`src/rtl/jtframe_db15_pkg.sv`:
```
// Shared sizes and frame type for the DB15 joystick link emulator.
// A frame is two joystick words back to back, player 1 in the low half.
package jtframe_db15_pkg;
    localparam int DB15_JOYW = 12;
    localparam int DB15_BITS = 2 * DB15_JOYW;

    typedef logic [DB15_BITS-1:0] db15_frame_t;
endpackage

```
`src/rtl/jtframe_db15_if.sv`:
```
// DB15 serial joystick pins: the reader (master) drives clock and load, and the
// adapter (slave) returns the serial data.
interface jtframe_db15_if;
    logic JOY_CLK;
    logic JOY_LOAD;
    logic JOY_DATA;

    modport master (output JOY_CLK, output JOY_LOAD, input JOY_DATA);
    modport slave  (input JOY_CLK, input JOY_LOAD, output JOY_DATA);
endinterface

```
`src/rtl/jtframe_sync.sv`:
```
// One-bit multi-flop synchroniser for pins that are asynchronous to clk.
// RST_VAL lets each pin start from its idle level.
module jtframe_sync #(
    parameter int   SYNCW   = 2,
    parameter logic RST_VAL = 1'b0
) (
    input  logic clk,
    input  logic rst_n,
    input  logic din,
    output logic dout
);
    logic [SYNCW-1:0] sync_reg;

    always_ff @(posedge clk or negedge rst_n) begin
        if (!rst_n) begin
            sync_reg <= {SYNCW{RST_VAL}};
        end else begin
            sync_reg <= {sync_reg[SYNCW-2:0], din};
        end
    end

    assign dout = sync_reg[SYNCW-1];
endmodule

```
`src/rtl/jtframe_db15_emu.sv`:
```
// Emulates the 74HC165 chain of a DB15 adapter: latches two joystick words while
// JOY_LOAD is low and shifts them out LSB-first, active-low, on JOY_CLK rises.
module jtframe_db15_emu
    import jtframe_db15_pkg::*;
#(
    parameter int JOYW  = DB15_JOYW,
    parameter int SYNCW = 2,
    localparam int BITS = 2 * JOYW,
    localparam int CW   = $clog2(BITS + 1)
) (
    input  logic            clk,
    input  logic            rst_n,
    input  logic [JOYW-1:0] joy1,
    input  logic [JOYW-1:0] joy2,
    jtframe_db15_if.slave   db15,
    output logic            frame_done,
    output logic            overrun,
    output logic [CW-1:0]   bit_cnt
);
    logic            clk_s;
    logic            load_n_s;
    logic            clk_prev_reg;
    logic            shift;
    logic [BITS-1:0] sr_reg;
    logic [BITS-1:0] sr_next;
    logic            data_reg;
    logic [CW-1:0]   cnt_reg;
    logic            frame_done_reg;
    logic            overrun_reg;

    jtframe_sync #(.SYNCW(SYNCW), .RST_VAL(1'b0)) u_sync_clk (
        .clk  (clk),
        .rst_n(rst_n),
        .din  (db15.JOY_CLK),
        .dout (clk_s)
    );

    jtframe_sync #(.SYNCW(SYNCW), .RST_VAL(1'b1)) u_sync_load (
        .clk  (clk),
        .rst_n(rst_n),
        .din  (db15.JOY_LOAD),
        .dout (load_n_s)
    );

    // Edges seen while loading are consumed so no phantom shift follows the load.
    assign shift = clk_s & ~clk_prev_reg & load_n_s;

    always_comb begin
        sr_next = sr_reg;
        if (!load_n_s) begin
            sr_next = ~{joy2, joy1};
        end else if (shift) begin
            sr_next = {1'b1, sr_reg[BITS-1:1]};
        end
    end

    // JOY_DATA registers the next head bit so the pin updates in the same cycle as sr.
    always_ff @(posedge clk or negedge rst_n) begin
        if (!rst_n) begin
            clk_prev_reg   <= 1'b0;
            sr_reg         <= '1;
            data_reg       <= 1'b1;
            cnt_reg        <= '0;
            frame_done_reg <= 1'b0;
            overrun_reg    <= 1'b0;
        end else begin
            clk_prev_reg   <= clk_s;
            sr_reg         <= sr_next;
            data_reg       <= sr_next[0];
            frame_done_reg <= shift && (cnt_reg == CW'(BITS - 1));
            if (!load_n_s) begin
                cnt_reg     <= '0;
                overrun_reg <= 1'b0;
            end else if (shift) begin
                if (cnt_reg == CW'(BITS)) begin
                    overrun_reg <= 1'b1;
                end else begin
                    cnt_reg <= cnt_reg + 1'b1;
                end
            end
        end
    end

    assign db15.JOY_DATA = data_reg;
    assign frame_done    = frame_done_reg;
    assign overrun       = overrun_reg;
    assign bit_cnt       = cnt_reg;
endmodule

```
`src/flat_wrapper.sv`:
```
// flat-port wrapper written by rule: the top's interface ports become plain ports
module jtframe_db15_emu_flat import jtframe_db15_pkg::*;
#(
    parameter int JOYW  = DB15_JOYW,
    parameter int SYNCW = 2,
    localparam int BITS = 2 * JOYW,
    localparam int CW   = $clog2(BITS + 1)
)
  (clk, rst_n, joy1, joy2, frame_done, overrun, bit_cnt, db15_JOY_CLK, db15_JOY_LOAD, db15_JOY_DATA);
  jtframe_db15_if db15_i ();
  input  logic clk;
  input  logic rst_n;
  input  logic [JOYW-1:0] joy1;
  input  logic [JOYW-1:0] joy2;
  output logic frame_done;
  output logic overrun;
  output logic [CW-1:0] bit_cnt;
  input wire logic [$bits(db15_i.JOY_CLK)-1:0] db15_JOY_CLK;
  input wire logic [$bits(db15_i.JOY_LOAD)-1:0] db15_JOY_LOAD;
  output wire logic [$bits(db15_i.JOY_DATA)-1:0] db15_JOY_DATA;
  assign db15_i.JOY_CLK = db15_JOY_CLK;
  assign db15_i.JOY_LOAD = db15_JOY_LOAD;
  assign db15_JOY_DATA = db15_i.JOY_DATA;
  jtframe_db15_emu #(.JOYW(JOYW), .SYNCW(SYNCW)) u_core (.clk(clk), .rst_n(rst_n), .joy1(joy1), .joy2(joy2), .db15(db15_i), .frame_done(frame_done), .overrun(overrun), .bit_cnt(bit_cnt));
endmodule
```
`config.mk`:
```
export PLATFORM = sky130hd
export DESIGN_NAME = jtframe_db15_emu_flat
export DESIGN_NICKNAME = d
export VERILOG_FILES = /design/src/rtl/jtframe_db15_pkg.sv /design/src/rtl/jtframe_db15_if.sv /design/src/rtl/jtframe_sync.sv /design/src/rtl/jtframe_db15_emu.sv /design/src/flat_wrapper.sv
export SDC_FILE = /design/constraint.sdc
export NUM_CORES = 1
export LEC_CHECK = 0
export BUFFER_PORTS_ARGS = -buffer_cell sky130_fd_sc_hd__buf_2
export CAP_MARGIN = 5
export CORE_MARGIN = 3
export CORE_UTILIZATION = 45
export DETAILED_ROUTE_END_ITERATION = 6
export PLACE_DENSITY = 0.68
export SYNTH_ARGS = -nofsm -noshare
export SYNTH_HDL_FRONTEND = slang
export SYNTH_SLANG_ARGS = --single-unit
```
`constraint.sdc`:
```
create_clock -name clk -period 2.5 [get_ports clk]
set_input_delay 0.5 -clock clk [delete_from_list [all_inputs] [get_ports clk]]
set_output_delay 0.5 -clock clk [all_outputs]
set_load 0.05 [all_outputs]
```
==> summary.md, run 1 <==
| Metric | Value |
|---|---|
| Status | complete, no violations |
| Clk_skew | 0.00470 ns |
| Syn avg cell area | 13.6 um^2 |
| CTS root buf | clkbuf_8 |
| Vias in the first global route | 1,017 |
| Die Area | 4460 um^2 |
| Combinational Power Share | 0.116 |
| Delay of the slowest cell on the worst path | 0.54 ns |
| WP data arrival | 1.08 ns |
| Reg power frac | 0.559 |
| Int Pwr | 970 uW |
| Post-Synth XOR/XNOR Area | 0 |
| Synth Register Bits | 36 |
| Cell Area, Placed | 1840 um^2 |
| Max Slew Vio Count | 0 |
| Synthesized area | 1660 um^2 |
| Number of hold buffers added after cts | 0 |
| Worst Setup Start Kind | register |
| 1st-iter DRT viols | 48 |
| Worst-path clk slew | 0.07 ns |
| Ys Warns | 0 |
| Crit path launch | u_core.sr_reg[0]$_DFFE_PN1P_ |
| Setup Total Neg Slack | 0 ns |
| Vias/cell | 4.92 |
| Initial Util | 0.483 |
| Area leader, netlist | dfstp_2 |
| Area Overhead vs Synth | 16.1% |
| Num CTS Buffers | 5 |
| Dpl hpwl | 1940 um |
| Post-CTS setup buffer count | 0 |
| Multi-input logic area | 661 um^2 |
| # DRC | 0 |
| # setup viols final | 0 |
| Buffers on Ports | 35 |
| Peak VDD IR | 0.366 mV |
| Nets@finish | 186 |
| Clk_lat worst skew | 0.28 ns |
| # rows | 21 |
| Fillers | 323 |
| Ranking of synthesized cells by area | dfstp_2 41%, mux2i_1 29%, dfrtp_1 15% |
| Proportion of layout cells with a drive suffix above 1 | 0.446 |
| Crit path buf inv count | 1 |
| Mapped Nets | 152 |
| Final GP Congestion | 0.718 |
| Crit path max-delay cell type | dfstp_2 |
| Clk buf depth | 2 |
| Pleak | 0.000995 uW |
| Post-synthesis adder-cell area fraction | 0.0150 |
| Slew @ Worst Pin | 0.849 ns |
| Unrepaired setup endpoints after global routing | no |
| Reg area | 933 um^2 |
| Worst hold path type | in -> async |
| Final hold violations | 0 |
| Io pins | 36 |
| Sw frac | 0.242 |
| Total GRT Usage | 0.139 |
| DRT antenna net count | 0 |
| Fmax | 635 MHz |
| Clock power frac | 0.324 |
| Reg2reg end | u_core.bit_cnt[4]$_DFFE_PN0P_ |
| Register area share after synthesis | 0.561 |
| Minimum clock period | 1.58 ns |
| Initial antenna violation count | 0 |
| Die width | 66.8 um |
| Total grt overflow | 0 |
| CP top delay family | flip-flops |
| Largest family of logic cells by synthesized area | multiplexers |
| Clk sinks | 36 |
| Simple-gate share of the synthesized area | 0.0647 |
| FF-to-FF path depth | 2 |
| Critical path start-end classification | reg -> out |
| Design area | 1930 um^2 |
| First-pass GRT wire length | 4550 um |
| Resized cells post-CTS | 0 |
| Worst R2R Setup Slack | 0.99 ns |
| Final WL | 2800 um |
| PwrDens | 663 nW/um^2 |
| Post-synth top area share | 0.411 |
| Core area | 3440 um^2 |
| Cells along the critical path | buf_2 |
| Compound-Gate Fraction of Synth Area | 0.0226 |
| Htree depth | 2 |
| CP Max Fanout | 2 |
| Die height | 66.8 um |
| CTS tree | done |
| Net switching power | 310 uW |
| Mux cell area share after synthesis | 0.295 |
| Pin count of the biggest net entering global routing | 37 |
| DR vias | 999 |
| Final period utilization | 0.630 |
| Drt first pass iters | 4 |
| Synth cell types | 23 |
| Largest register FFs | 24 |
| Drt wl/cell | 13.8 um |
| Post-Synthesis Cells | 122 |
| Worst path required time | 2.00 ns |
| Max Cap Violations | 0 |
| Worst R2R Start | u_core.u_sync_load.sync_reg[1]$_DFF_PN1_ |
| # diodes | 0 |
| Slew HR | 0.434 |
| Endpoint class of the critical path | output pin |
## power by group through the flow
| stage | sequential (uW) | combinational [uW] | clock [uW] |
|---|---|---|---|
| floorplan | 717 | 107 | 0 |
| global placement | 722 | 147 | 0 |
| detailed placement | 726 | 153 | 0 |
| CTS | 717 | 152 | 426 |
| global route | 725 | 168 | 453 |
| finish | 715 | 149 | 415 |
## synthesized netlist by cell type
library cell,count
nand4b_1,2
nor3_1,1
nand2_1,4
or3_1,1
nand2b_4,1
o21ai_0,3
a21boi_1,1
inv_1,3
and2_1,1
clkbuf_1,1
buf_2,4
and2b_1,1
nor2_1,2
a21boi_0,1
ha_1,2
dfrtp_1,10
o21a_1,1
buf_6,3
mux2i_1,49
nand2b_1,1
nand4_1,2
dfstp_2,26
nand3_1,2
## cell usage in the layout (no fill, tap or decap)
master     n
mux2i_1   49
buf_2     35
dfstp_2   26
dfrtp_1   10
clkbuf_8   6
nand2_1    4
inv_1      3
o21ai_0    3
nand3_1    2
nand4b_1   2
nand4_1    2
nor2_1     2
ha_1       2
clkinv_2   2
and2b_1    1
nor3_1     1
nand2b_4   1
and2_1     1
or3_1      1
a21boi_1   1
a21boi_0   1
nand2b_1   1
o21a_1     1
## how the worst max path moves through the flow
stage	slack (ns)	depth (start not counted)	endpoint
finish	0.92	1	db15_JOY_DATA
global route	0.85	2	u_core.bit_cnt[4]$_DFFE_PN0P_
CTS	0.91	1	db15_JOY_DATA
detailed placement	1.00	2	u_core.bit_cnt[4]$_DFFE_PN0P_
global placement	1.05	2	u_core.bit_cnt[4]$_DFFE_PN0P_
floorplan	0.98	5	u_core.bit_cnt[1]$_DFFE_PN0P_
## kinds of logic (layout without fill, tap and decap cells)
group | Yosys count | in the layout
AO/OA/AOI/OAI | 6 | 6
adder cells (fa/ha/maj) | 2 | 2
buffers and inverters | 11 | 46
flip-flops | 36 | 36
multiplexers | 49 | 49
AND/OR/NAND/NOR | 18 | 18
## cell type report
cell class,count,area share
multi-input combinational,75,0.342
clock inverter,2,0.00518
sequential,36,0.483
inverter,3,0.00583
timing repair buffer,35,0.0907
tap,46,0.0298
clock buffer,6,0.0428
## metrics by stage
stage	util	power [uW]	std cells	hold slack, ns	worst slack [ns]
2_1_floorplan	-	824	122	0.204	0.985
3_3_place_gp	0.534	869	195	0.342	1.05
3_5_place_dp	0.534	878	195	0.340	1.00
4_1_cts	0.561	1300	203	0.298	0.905
5_1_grt	0.561	1350	203	0.300	0.846
6_report	0.561	1280	203	0.278	0.924
## metal layers
metal	part of all wire	up-vias	global-route usage
li1	-	491	-
met1	0.44	479	0.167
met2	0.47	25	0.217
met3	0.069	4	0.0506
met4	0.014	0	0.0685
met5	0	-	0
(Power assumes the default switching activity.)
==> run 2: changes to the inputs <==
--- a/config.mk
+++ b/config.mk
@@ -10,7 +10,7 @@
 export CORE_MARGIN = 3
 export CORE_UTILIZATION = 45
 export DETAILED_ROUTE_END_ITERATION = 6
-export PLACE_DENSITY = 0.68
+export PLACE_DENSITY = 0.71
 export SYNTH_ARGS = -nofsm -noshare
 export SYNTH_HDL_FRONTEND = slang
 export SYNTH_SLANG_ARGS = --single-unit
==> constraint.sdc (replaced) <==
create_clock -name clk -period 1.3 [get_ports clk]
set_input_delay 0.26 -clock clk [delete_from_list [all_inputs] [get_ports clk]]
set_output_delay 0.26 -clock clk [all_outputs]
set_load 0.05 [all_outputs]
==> run 2 against run 1 <==
Against the previous run:
- first-iteration DRC count decreased by 44%
- combinational power increased by 140%
- highest routed layer unchanged
- worst hold slack got worse by 0.20 ns
- clock power increased by 96%
- worst setup slack got worse by 0.88 ns
- largest power group unchanged
- sequential share of layout area decreased by 2.8 points
- die area unchanged
- power increased by 97%
- design area increased by 6.7%
- critical path type is now reg -> reg
- sequential power increased by 90%
- utilization increased by 3.7 points
- critical path depth increased by 4
==> summary.md, run 2 (same netlist as run 1, synthesis figures left out) <==
| Metric | Value |
|---|---|
| Status | complete, no violations |
| Util after Layout | 0.598 |
| # diodes | 0 |
| Hold Crit Start | db15_JOY_LOAD |
| Peak VDD IR | 0.767 mV |
| Worst Hold Path Cells | 1 |
| Total grt overflow | 0 |
| Die width | 66.8 um |
| First-pass GRT wire length | 5260 um |
| Max Cap Violations | 0 |
| # setup viols final | 0 |
| Worst-path clk slew | 0.07 ns |
| Reg2reg end | u_core.bit_cnt[0]$_DFFE_PN0P_ |
| Dpl hpwl | 2330 um |
| Crit path depth | 5 |
| Vias in the first global route | 1,151 |
| Vias/cell | 5.08 |
| Commonest cells after routing, fill and taps aside | 49 x mux2i_1, 34 x buf_2, 26 x dfstp_2 |
| Initial antenna violation count | 0 |
| DR vias | 1,066 |
| PwrDens | 1230 nW/um^2 |
| Io pins | 36 |
| Initial Util | 0.483 |
| Worst R2R Start | u_core.bit_cnt[1]$_DFFE_PN0P_ |
| Die Area | 4460 um^2 |
| Final GP Congestion | 0.843 |
| Slew HR | 0.786 |
| Clk_skew | 0.00830 ns |
| Fillers | 286 |
| Fmax | 794 MHz |
| Final period utilization | 0.969 |
| CTS tree | done |
| Commonest non-fill, non-tap cell in the layout | mux2i_1 |
| # DRC | 0 |
| Area Overhead vs Synth | 23.9% |
| Largest register FFs | 24 |
| Delay of the slowest cell on the worst path | 0.44 ns |
| Pleak | 0.00104 uW |
| Design area | 2060 um^2 |
| Final WL | 3140 um |
| Unrepaired setup endpoints after global routing | yes |
| Cell Area, Placed | 1950 um^2 |
| CP top delay family | flip-flops |
| Worst hold endpoint | u_core.u_sync_load.sync_reg[0]$_DFF_PN1_ |
| Crit path max-delay cell type | dfrtp_2 |
| Worst path required time | 1.49 ns |
| CTS root buf | clkbuf_8 |
| Slew @ Worst Pin | 0.320 ns |
| Cells along the critical path | inv_2, ha_4, nand4b_1, and2_4, o21ai_0 |
| Worst Setup Start Kind | register |
| WP data arrival | 1.45 ns |
| Final hold violations | 0 |
| FF-to-FF path depth | 5 |
| Minimum clock period | 1.26 ns |
| Total GRT Usage | 0.162 |
| Crit path buf inv count | 1 |
| Nets@finish | 193 |
| Worst hold path type | in -> reg |
| Critical path start-end classification | reg -> reg |
| Drt first pass iters | 6 |
| Max Slew Vio Count | 0 |
| Core area | 3440 um^2 |
| Drt wl/cell | 14.9 um |
| Htree depth | 2 |
| Proportion of layout cells with a drive suffix above 1 | 0.506 |
| # rows | 21 |
| CP Max Fanout | 5 |
| Buffers on Ports | 35 |
| Clk_lat worst skew | 0.28 ns |
| Endpoint class of the critical path | register |
| Clk buf depth | 2 |
| Worst R2R Setup Slack | 0.04 ns |
| 1st-iter DRT viols | 27 |
| Pin count of the biggest net entering global routing | 25 |
| Clk sinks | 36 |
| Die height | 66.8 um |
| Num CTS Buffers | 5 |
| DRT antenna net count | 0 |
[run 2: cell count changes in the layout (fill, tap and decap cells not counted), moves of 2 or more]
cell / before / now
buf_12: 0 / 4
buf_4: 0 / 3
clkinv_2: 2 / 0
dfrtp_1: 10 / 6
dfrtp_2: 0 / 4
inv_1: 3 / 1
inv_2: 0 / 2
[run 2: metrics by stage]
step | setup TNS [ns] | hold slack (ns) | power, uW | setup slack, ns | std cells
3_3_place_gp | 0 | 0.167 | 1710 | 0.137 | 200
4_1_cts | 0 | 0.0687 | 2560 | 0.0259 | 209
2_1_floorplan | 0 | -0.0356 | 1590 | 0.0000958 | 122
5_1_grt | -0.0952 | 0.0546 | 2680 | -0.0601 | 210
6_report | 0 | 0.0739 | 2530 | 0.0398 | 210
3_5_place_dp | 0 | 0.172 | 1730 | 0.0434 | 200
[run 2: metal layers]
| metal | vias to the layer above | GRT usage | share of wire |
|---|---|---|---|
| li1 | 512 | - | - |
| met1 | 517 | 0.195 | 0.42 |
| met2 | 29 | 0.276 | 0.50 |
| met3 | 8 | 0.0337 | 0.050 |
| met4 | 0 | 0.0761 | 0.022 |
| met5 | - | 0 | 0 |
[run 2: layout make-up]
class | count | area, um^2 | share of cell area
Clock buffer | 7 | 86.3 | 0.0419
Clock inverter | 1 | 7.51 | 0.00365
Inverter | 3 | 11.3 | 0.00547
Multi-Input combinational cell | 75 | 676 | 0.328
Sequential cell | 36 | 938 | 0.456
Tap cell | 46 | 57.6 | 0.0279
Timing Repair Buffer | 42 | 283 | 0.137
[run 2: worst register-to-register path, stage by stage (launching register included)]
cell      delay, ns
dfrtp_2        0.44
inv_2          0.08
ha_4           0.11
nand4b_1       0.19
and2_4         0.21
o21ai_0        0.15
[run 2: report_power, final]
group / switching, uW / internal (uW) / leakage [uW]
Clock: 381 / 431 / 0.0000445
Combinational: 174 / 181 / 0.000594
Sequential: 64.0 / 1300 / 0.000399
[run 2: how the worst max path moves through the flow]
stage	slack, ns	from	to
3_3_place_gp	0.14	u_core.bit_cnt[0]$_DFFE_PN0P_	u_core.bit_cnt[1]$_DFFE_PN0P_
4_1_cts	0.03	u_core.bit_cnt[1]$_DFFE_PN0P_	u_core.bit_cnt[1]$_DFFE_PN0P_
3_5_place_dp	0.04	u_core.bit_cnt[0]$_DFFE_PN0P_	u_core.bit_cnt[1]$_DFFE_PN0P_
5_1_grt	-0.06	u_core.bit_cnt[0]$_DFFE_PN0P_	u_core.bit_cnt[1]$_DFFE_PN0P_
6_report	0.04	u_core.bit_cnt[1]$_DFFE_PN0P_	u_core.bit_cnt[0]$_DFFE_PN0P_
2_1_floorplan	0.0001	u_core.bit_cnt[0]$_DFFE_PN0P_	u_core.bit_cnt[1]$_DFFE_PN0P_
[run 2: what timing repair did]
item,in CTS,in global routing
hold buffers,1,0
hold endpoints to repair,3,0
setup endpoints to repair,1,2
buffers inserted,0,1
pin swaps,0,0
resized for setup,1,0
==> run 3: changes to the inputs <==
--- a/config.mk
+++ b/config.mk
@@ -10,7 +10,8 @@
 export CORE_MARGIN = 3
 export CORE_UTILIZATION = 45
 export DETAILED_ROUTE_END_ITERATION = 6
-export PLACE_DENSITY = 0.71
+export PLACE_DENSITY = 0.68
+export REMOVE_ABC_BUFFERS = 1
 export SYNTH_ARGS = -nofsm -noshare
 export SYNTH_HDL_FRONTEND = slang
 export SYNTH_SLANG_ARGS = --single-unit
==> constraint.sdc (replaced) <==
create_clock -name clk -period 1.35 [get_ports clk]
set_input_delay 0.27 -clock clk [delete_from_list [all_inputs] [get_ports clk]]
set_output_delay 0.27 -clock clk [all_outputs]
set_load 0.05 [all_outputs]
==> run 3 against run 2 <==
Against the previous run:
- power is 5.1% lower
- sequential power decreased by 4%
- clock-buffer cell count grew 1
- flip-flop and latch count did not move
- clock skew fell by 0.0043 ns
- die area stayed put
- first-iteration DRC count is 37% lower
==> summary.md, run 3 (same netlist as run 1, synthesis figures left out) <==
| Metric | Value |
|---|---|
| Cells along the critical path | clkbuf_4 |
| # setup viols final | 0 |
| # rows | 21 |
| Initial antenna violation count | 0 |
| Delay of the slowest cell on the worst path | 0.53 ns |
| PnR worst setup slack | 0.0546 ns |
| CP top delay family | flip-flops |
| Hold Slack | 0.0887 ns |
| Drt wl/cell | 13.3 um |
| Die width | 66.8 um |
| Crit path max-delay cell type | dfstp_2 |
| Minimum clock period | 1.30 ns |
| Nets@finish | 194 |
| Final GP Congestion | 0.780 |
| Clk_lat worst skew | 0.28 ns |
| Vias/cell | 4.89 |
| Util after Layout | 0.591 |
| Fmax | 772 MHz |
| Clk buf depth | 2 |
| Largest register FFs | 24 |
| Clk sinks | 36 |
| Slew HR | 0.717 |
| Drt first pass iters | 4 |
| Status | complete, no violations |
| Worst Hold Path Cells | 1 |
| Final hold violations | 0 |
| Clk_skew | 0.00396 ns |
| WP data arrival | 1.03 ns |
| Worst-path clk slew | 0.07 ns |
| Total GRT Usage | 0.147 |
| Pleak | 0.00104 uW |
| DR vias | 1,032 |
| DRT antenna net count | 0 |
| Initial Util | 0.483 |
| Core area | 3440 um^2 |
| Unrepaired setup endpoints after global routing | yes |
| # DRC | 0 |
| 1st-iter DRT viols | 17 |
| Htree depth | 2 |
| Area Overhead vs Synth | 22.3% |
| Die Area | 4460 um^2 |
| Commonest cells after routing, fill and taps aside | 49 x mux2i_1, 34 x buf_2, 26 x dfstp_2 |
| Dpl hpwl | 2070 um |
| Worst hold path type | in -> reg |
| Setup Total Neg Slack | 0 ns |
| # diodes | 0 |
| Max Slew Vio Count | 0 |
| Max Cap Violations | 0 |
| Setup slack at placement | 0.0368 ns |
| Pin count of the biggest net entering global routing | 20 |
| Final period utilization | 0.960 |
| CTS tree | done |
| Io pins | 36 |
| Worst path required time | 1.08 ns |
| Final WL | 2800 um |
| Peak VDD IR | 0.741 mV |
| Slew @ Worst Pin | 0.425 ns |
| CP Max Fanout | 2 |
| Proportion of layout cells with a drive suffix above 1 | 0.461 |
| Worst Setup Start Kind | register |
| Critical path start-end classification | reg -> out |
| FF-to-FF path depth | 6 |
| Crit path buf inv count | 1 |
| CTS root buf | clkbuf_8 |
| Die height | 66.8 um |
| Total grt overflow | 0 |
| Num CTS Buffers | 5 |
| Crit path depth | 1 |
| PwrDens | 1180 nW/um^2 |
| First-pass GRT wire length | 4720 um |
| Vias in the first global route | 1,062 |
| Commonest non-fill, non-tap cell in the layout | mux2i_1 |
| Buffers on Ports | 35 |
| Endpoint class of the critical path | output pin |
## run 3: final cells by class
| cell class | instances | area, um^2 |
|---|---|---|
| Sequential cell | 36 | 933 |
| Multi-Input combinational cell | 75 | 663 |
| Tap cell | 46 | 57.6 |
| Clock buffer | 8 | 90.1 |
| Timing Repair Buffer | 43 | 278 |
| Fill cell | 287 | 1410 |
| Inverter | 3 | 11.3 |
## run 3: power by group
part | total (uW) | switching [uW] | internal (uW)
logic | 331 | 162 | 168
registers | 1300 | 55.3 | 1250
clock network | 765 | 349 | 416
## run 3: stage by stage
stage / cells / instance area, um^2 / power (uW)
final: 211 / 2030 / 2400
after global placement: 200 / 1910 / 1630
after detailed placement: 200 / 1910 / 1650
after global routing: 211 / 2030 / 2540
after floorplan: 114 / 1610 / 1510
after CTS: 209 / 2010 / 2430
## run 3: metal layers
layer | part of all wire | global-route usage | vias to the layer above
met5 | 0 | 0 | -
met4 | 0.017 | 0.0609 | 0
met3 | 0.057 | 0.0624 | 6
met2 | 0.51 | 0.241 | 28
met1 | 0.41 | 0.167 | 483
li1 | - | - | 515
## run 3: worst paths after layout
kind,startpoint,to,slack (ns)
min reg2reg,u_core.u_sync_clk.sync_reg[0]$_DFF_PN0_,u_core.u_sync_clk.sync_reg[1]$_DFF_PN0_,0.35
max reg2reg,u_core.bit_cnt[0]$_DFFE_PN0P_,u_core.bit_cnt[2]$_DFFE_PN0P_,0.06
min in group asynchronous,rst_n,u_core.frame_done$_DFF_PN0_,0.46
max in group asynchronous,rst_n,u_core.sr_reg[2]$_DFFE_PN1P_,0.36
max,u_core.sr_reg[0]$_DFFE_PN1P_,db15_JOY_DATA,0.05
min,db15_JOY_LOAD,u_core.u_sync_load.sync_reg[0]$_DFF_PN1_,0.09
## run 3: what timing repair did
action / CTS / global route
resized for setup: 0 / 2
buffers inserted: 0 / 2
hold buffers: 1 / 0
endpoints found under the hold margin: 10 / 0
setup endpoints to repair: 0 / 3
